[config.mk]
export PLATFORM = sky130hd
export DESIGN_NAME = approx_mac_pipe
export DESIGN_NICKNAME = d
export VERILOG_FILES = /design/src/rtl/approx_mac_pipe.sv
export SDC_FILE = /design/constraint.sdc
export NUM_CORES = 1
export LEC_CHECK = 0
export CAP_MARGIN = 40
export CORE_ASPECT_RATIO = 0.8
export CORE_UTILIZATION = 34
export CTS_CLUSTER_SIZE = 25
export DETAILED_ROUTE_END_ITERATION = 6
export GPL_TIMING_DRIVEN = 0
export HOLD_SLACK_MARGIN = 0.15
export SLEW_MARGIN = 0
export SYNTH_ARGS = -nofsm -noshare
export SYNTH_HDL_FRONTEND = slang
export SYNTH_SLANG_ARGS = --single-unit
[constraint.sdc]
create_clock -name clk -period 23.2 [get_ports clk]
set_input_delay 6.96 -clock clk [delete_from_list [all_inputs] [get_ports clk]]
set_output_delay 6.96 -clock clk [all_outputs]
set_load 0.02 [all_outputs]
[src/rtl/approx_mac_pipe.sv]
// Three-stage pipelined approximate multiply-accumulate with valid/ready handshake.
// Low partial-product columns are dropped before summation to trade accuracy for area.
module approx_mac_pipe #(
    parameter int WIDTH       = 16,
    parameter int ACC_WIDTH   = 40,
    parameter int APPROX_COLS = 12
) (
    input  logic                 clk,
    input  logic                 rst,
    input  logic                 in_valid,
    output logic                 in_ready,
    input  logic [WIDTH-1:0]     a,
    input  logic [WIDTH-1:0]     b,
    input  logic [ACC_WIDTH-1:0] c,
    input  logic [1:0]           mode,
    output logic                 out_valid,
    input  logic                 out_ready,
    output logic [ACC_WIDTH-1:0] r,
    output logic                 ovf
);

    localparam int PW = 2 * WIDTH;
    localparam logic [PW-1:0] KEEP_MASK = {PW{1'b1}} << APPROX_COLS;

    typedef enum logic [1:0] {
        MODE_MAD     = 2'b00,
        MODE_ACC     = 2'b01,
        MODE_LOAD    = 2'b10,
        MODE_MAD_ALT = 2'b11
    } mode_t;

    logic                 en;
    logic                 s1_valid;
    logic [WIDTH-1:0]     s1_a;
    logic [WIDTH-1:0]     s1_b;
    logic [ACC_WIDTH-1:0] s1_c;
    mode_t                s1_mode;
    logic                 s2_valid;
    logic [PW-1:0]        s2_p;
    logic [ACC_WIDTH-1:0] s2_c;
    mode_t                s2_mode;
    logic [ACC_WIDTH-1:0] acc;
    logic [PW-1:0]        prod;
    logic [PW-1:0]        row;
    logic [ACC_WIDTH-1:0] opnd;
    logic [ACC_WIDTH:0]   sum;

    // A single global enable stalls every stage whenever the output is held.
    assign en       = !out_valid || out_ready;
    assign in_ready = en;

    // Each row of the partial-product array is masked so only columns at or
    // above APPROX_COLS contribute; the kept bits are then summed exactly.
    always_comb begin
        prod = '0;
        row  = '0;
        for (int i = 0; i < WIDTH; i++) begin
            row = '0;
            if (s1_b[i]) begin
                row = PW'(s1_a) << i;
            end
            prod = prod + (row & KEEP_MASK);
        end
    end

    always_comb begin
        opnd = (s2_mode == MODE_ACC) ? acc : s2_c;
        sum  = {1'b0, opnd} + {1'b0, ACC_WIDTH'(s2_p)};
    end

    // Data registers carry no reset; only valid bits, acc and the result are cleared.
    always_ff @(posedge clk) begin
        if (rst) begin
            s1_valid  <= 1'b0;
            s2_valid  <= 1'b0;
            out_valid <= 1'b0;
            acc       <= '0;
            r         <= '0;
            ovf       <= 1'b0;
        end else if (en) begin
            s1_valid  <= in_valid;
            s1_a      <= a;
            s1_b      <= b;
            s1_c      <= c;
            s1_mode   <= mode_t'(mode);
            s2_valid  <= s1_valid;
            s2_p      <= prod;
            s2_c      <= s1_c;
            s2_mode   <= s1_mode;
            out_valid <= s2_valid;
            if (s2_valid) begin
                r   <= sum[ACC_WIDTH-1:0];
                ovf <= sum[ACC_WIDTH];
                if (s2_mode == MODE_ACC || s2_mode == MODE_LOAD) begin
                    acc <= sum[ACC_WIDTH-1:0];
                end
            end
        end
    end

endmodule

==> results.sh <==
export IMPL_status="completed"
export IMPL_path_clk_slew_ns=0.06
export IMPL_hold_path_class="reg -> reg"
export IMPL_vias=10170
export IMPL_critPathSlowestCell="clkdlybuf4s50_1"
export IMPL_ys_seq_elements=220
export IMPL_finalHoldViolCount=0
export IMPL_dr_pass1_iters=5
export IMPL_rsz0062_at_grt="false"
export IMPL_fin_skew_ns=0.03300
export IMPL_final_nets=1794
export IMPL_fill_cells=4011
export IMPL_yosysWarnings=0
export IMPL_die_area_um2=43550
export IMPL_fmax_mhz=64.88
export IMPL_ant_nets=0
export IMPL_period_needed_ns=15.41
export IMPL_ir_drop_mv=0.1203
export IMPL_root_buffer="clkbuf_16"
export IMPL_portBuffers=120
export IMPL_yosys_top_cells_area="edfxtp_1 28%, fa_1 19%, dfxtp_1 12%"
export IMPL_grt_start_max_net_pins=33
export IMPL_synth_fa_ha_area_frac=0.2676
export IMPL_intPower_uw=1267
export IMPL_synth_seq_area_share=0.3970
export IMPL_ctsHoldBuffers=0
export IMPL_yosysTopAreaCell="edfxtp_1"
export IMPL_die_w_um=233.1
export IMPL_route_detailed_drc=0
export IMPL_power_share_combinational=0.564
export IMPL_final_setup_tns_ns=0
export IMPL_p_per_area_nw_per_um2=124.8
export IMPL_synth_top_family_by_area="adder cells"
export IMPL_area_growth_pct=19.51
export IMPL_ios=121
export IMPL_synthFlopType="edfxtp_1"
export IMPL_synthXorXnorAreaFrac=0.01870
export IMPL_hold_ws_ns=0.4068
export IMPL_netlist_instances=1338
export IMPL_wirelength_um=35740
export IMPL_drv_cap=0
export IMPL_drv_slew=0
export IMPL_post_cts_resized=0
export IMPL_max_slew_margin_rel=0.4888
export IMPL_async_flop_share=0
export IMPL_pwr_share_clk=0.184
export IMPL_dp_slack_ns=7.770
export IMPL_clock_latency_ns=0.56
export IMPL_gp_congestion=0.8771
export IMPL_wire_per_inst_um=17.34
export IMPL_cts_made_buffers=25
export IMPL_cts_tree="built"
export IMPL_switching_share=0.4148
export IMPL_synthDistinctLibCells=67
export IMPL_synth_simple_area_share=0.1416
export IMPL_grt_pass1_vias=10220
export IMPL_grt_use_total=0.1646
export IMPL_fin_crit_sh=0.6643
export IMPL_cpPeakStageDelay_ns=0.67
export IMPL_viasPerCell=4.932
export IMPL_switchingPower_uw=898.3
export IMPL_dpl_cell_count=2015
export IMPL_worstPathRequired_ns=16.24
export IMPL_synth_edf_count=136
export IMPL_worstPathMaxFanout=8
export IMPL_rows=67
export IMPL_synth_top_area_share=0.2812
export IMPL_cts_setup_buffers=0
export IMPL_avgSynthCellArea_um2=10.85
export IMPL_hpwl_um=28330
export IMPL_power_leakage_uw=0.007029
export IMPL_overflow=0
export IMPL_start_util=0.3458
export IMPL_instances_no_fill=2061
export IMPL_path_cells="clkdlybuf4s50_1 > nand2b_1 > clkbuf_1 > clkdlybuf4s50_1"
export IMPL_htree_levels=1
export IMPL_syn_num_nets=1642
export IMPL_antenna_cells=0
export IMPL_cts_path_max_buffers=3
export IMPL_die_y_um=186.8
export IMPL_antenna_found_initial=0
export IMPL_seq_power_share=0.252
export IMPL_synthMuxAreaShare=0.03050
export IMPL_start_kind="input port"
export IMPL_finalSetupViolCount=0
export IMPL_cp_end_kind="output pin"
export IMPL_arrival_ns=8.45
export IMPL_fin_util=0.4132
export IMPL_cpMostUsedCell="clkdlybuf4s50_1"
export IMPL_drt_iter0_drc=658
export IMPL_drive_gt1_frac=0.05500
export IMPL_worstMarginPinSlew_ns=0.7668
export IMPL_core_um2=42000
export IMPL_synth_area_um2=14520
export IMPL_crit_type="in -> out"
export IMPL_cts_sinks=220
export IMPL_synth_compound_area_frac=0.08961
export IMPL_final_setup_worst_slack_ns=7.788
export IMPL_grt_pass1_wl_um=56350
==> cell families after synthesis <==
logic type,count (synthesis)
adder cells (fa/ha/maj),226
AO/OA/AOI/OAI,193
multiplexers,41
AND/OR/NAND/NOR,415
buffers and inverters,212
XOR/XNOR,31
flip-flops,220
==> worst max-delay path: cells and delay by family <==
family | cells | cell delay [ns]
AND/OR/NAND/NOR | 1 | 0.09
buffers and inverters | 3 | 1.40
==> power groups by stage <==
stage / combinational [uW] / sequential [uW] / clock (uW)
final: 1220 / 545 / 398
after global routing: 1380 / 549 / 424
after CTS: 1240 / 546 / 411
after detailed placement: 1220 / 554 / 0
after global placement: 1190 / 558 / 0
after floorplan: 932 / 549 / 0
==> cell type report <==
cell class              instances  area [um2]  area share
well taps                     552       690.7     0.03980
inverters                     151       566.8     0.03266
clock buffers                  33       706.9     0.04074
plain buffers                  61       231.5     0.01334
repair buffers                125        1309     0.07542
clock inverters                13       118.9    0.006849
multi-input cells             906        7965      0.4590
flip-flops and latches        220        5766      0.3322
==> per-layer routing <==
layer / GRT usage / vias up / part of all wire
li1: - / 4830 / -
met1: 0.2432 / 5069 / 0.48
met2: 0.2542 / 233 / 0.45
met3: 0.02622 / 33 / 0.052
met4: 0.03218 / 0 / 0.015
met5: 0 / - / 0
==> Yosys cell counts (3+ instances only) <==
library cell and instances:
edfxtp_1 136, o21ai_0 28, and2_1 89, xor2_1 14, inv_1 151, mux2_2 22, a2111oi_0 5, or4_1 5
xnor2_1 17, a31oi_1 4, nand2_1 185, nor2b_1 5, nand3_1 19, ha_1 85, and4_1 3, buf_1 5
nor2_1 42, nand3b_1 19, nor3b_1 5, nor3_1 12, a21oi_1 71, and3_1 5, o21bai_1 3, a211oi_1 27
or3_1 7, clkbuf_1 54, nand4_1 5, fa_1 141, o31ai_1 3, nand2b_1 5, a311o_1 5, dfxtp_1 84
o311ai_0 3, nand4b_1 4, o21ai_2 3, a21o_1 10, o211ai_1 4, o21a_1 3, mux2i_1 18
==> flip-flops by register name, summed over array words and instances (netlist names) <==
register	count
out_valid	1
s2_p	20
s1_c	40
acc	40
ovf	1
r	40
s1_a	16
s2_mode	2
s2_c	40
s2_valid	1
s1_mode	2
s1_b	16
s1_valid	1
==> metrics by stage <==
step	total power (uW)	cell area, um2
2_1_floorplan	1482	14520
3_3_place_gp	1752	16410
4_1_cts	2194	17350
3_5_place_dp	1777	16530
5_1_grt	2355	17350
6_report	2165	17350
==> worst paths after layout <==
kind / slack, ns / startpoint / depth (start not counted) / endpoint
max: 7.79 / out_ready / 4 / in_ready
min: 0.41 / s1_c[31] / 0 / s2_c[31]
max reg2reg: 16.40 / s1_a[13] / 19 / s2_p[31]
min reg2reg: 0.41 / s1_c[31] / 0 / s2_c[31]
==> cells in the final DEF, fill, tap and decap left out, drive strengths merged, types with 5 or more instances in the layout <==
| master | Yosys | routed |
|---|---|---|
| nor3 | 12 | 12 |
| a21oi | 71 | 71 |
| and3 | 5 | 5 |
| nand2b | 5 | 5 |
| a2111oi | 6 | 6 |
| buf | 6 | 11 |
| clkbuf | 55 | 88 |
| fa | 141 | 141 |
| clkdlybuf4s50 | 0 | 120 |
| o21ai | 32 | 32 |
| or4 | 5 | 5 |
| o211ai | 6 | 6 |
| and2 | 89 | 89 |
| dfxtp | 84 | 84 |
| mux2 | 23 | 23 |
| nand3b | 19 | 19 |
| nor3b | 5 | 5 |
| nor2b | 5 | 5 |
| nor2 | 42 | 42 |
| edfxtp | 136 | 136 |
| nand4 | 6 | 6 |
| nand2 | 185 | 185 |
| mux2i | 18 | 18 |
| nand3 | 19 | 19 |
| clkinv | 0 | 10 |
| ha | 85 | 85 |
| a311o | 5 | 5 |
| or3 | 7 | 7 |
| xnor2 | 17 | 17 |
| a21o | 10 | 10 |
| xor2 | 14 | 14 |
| a211oi | 28 | 28 |
| inv | 151 | 153 |
(Power assumes the default switching activity.)
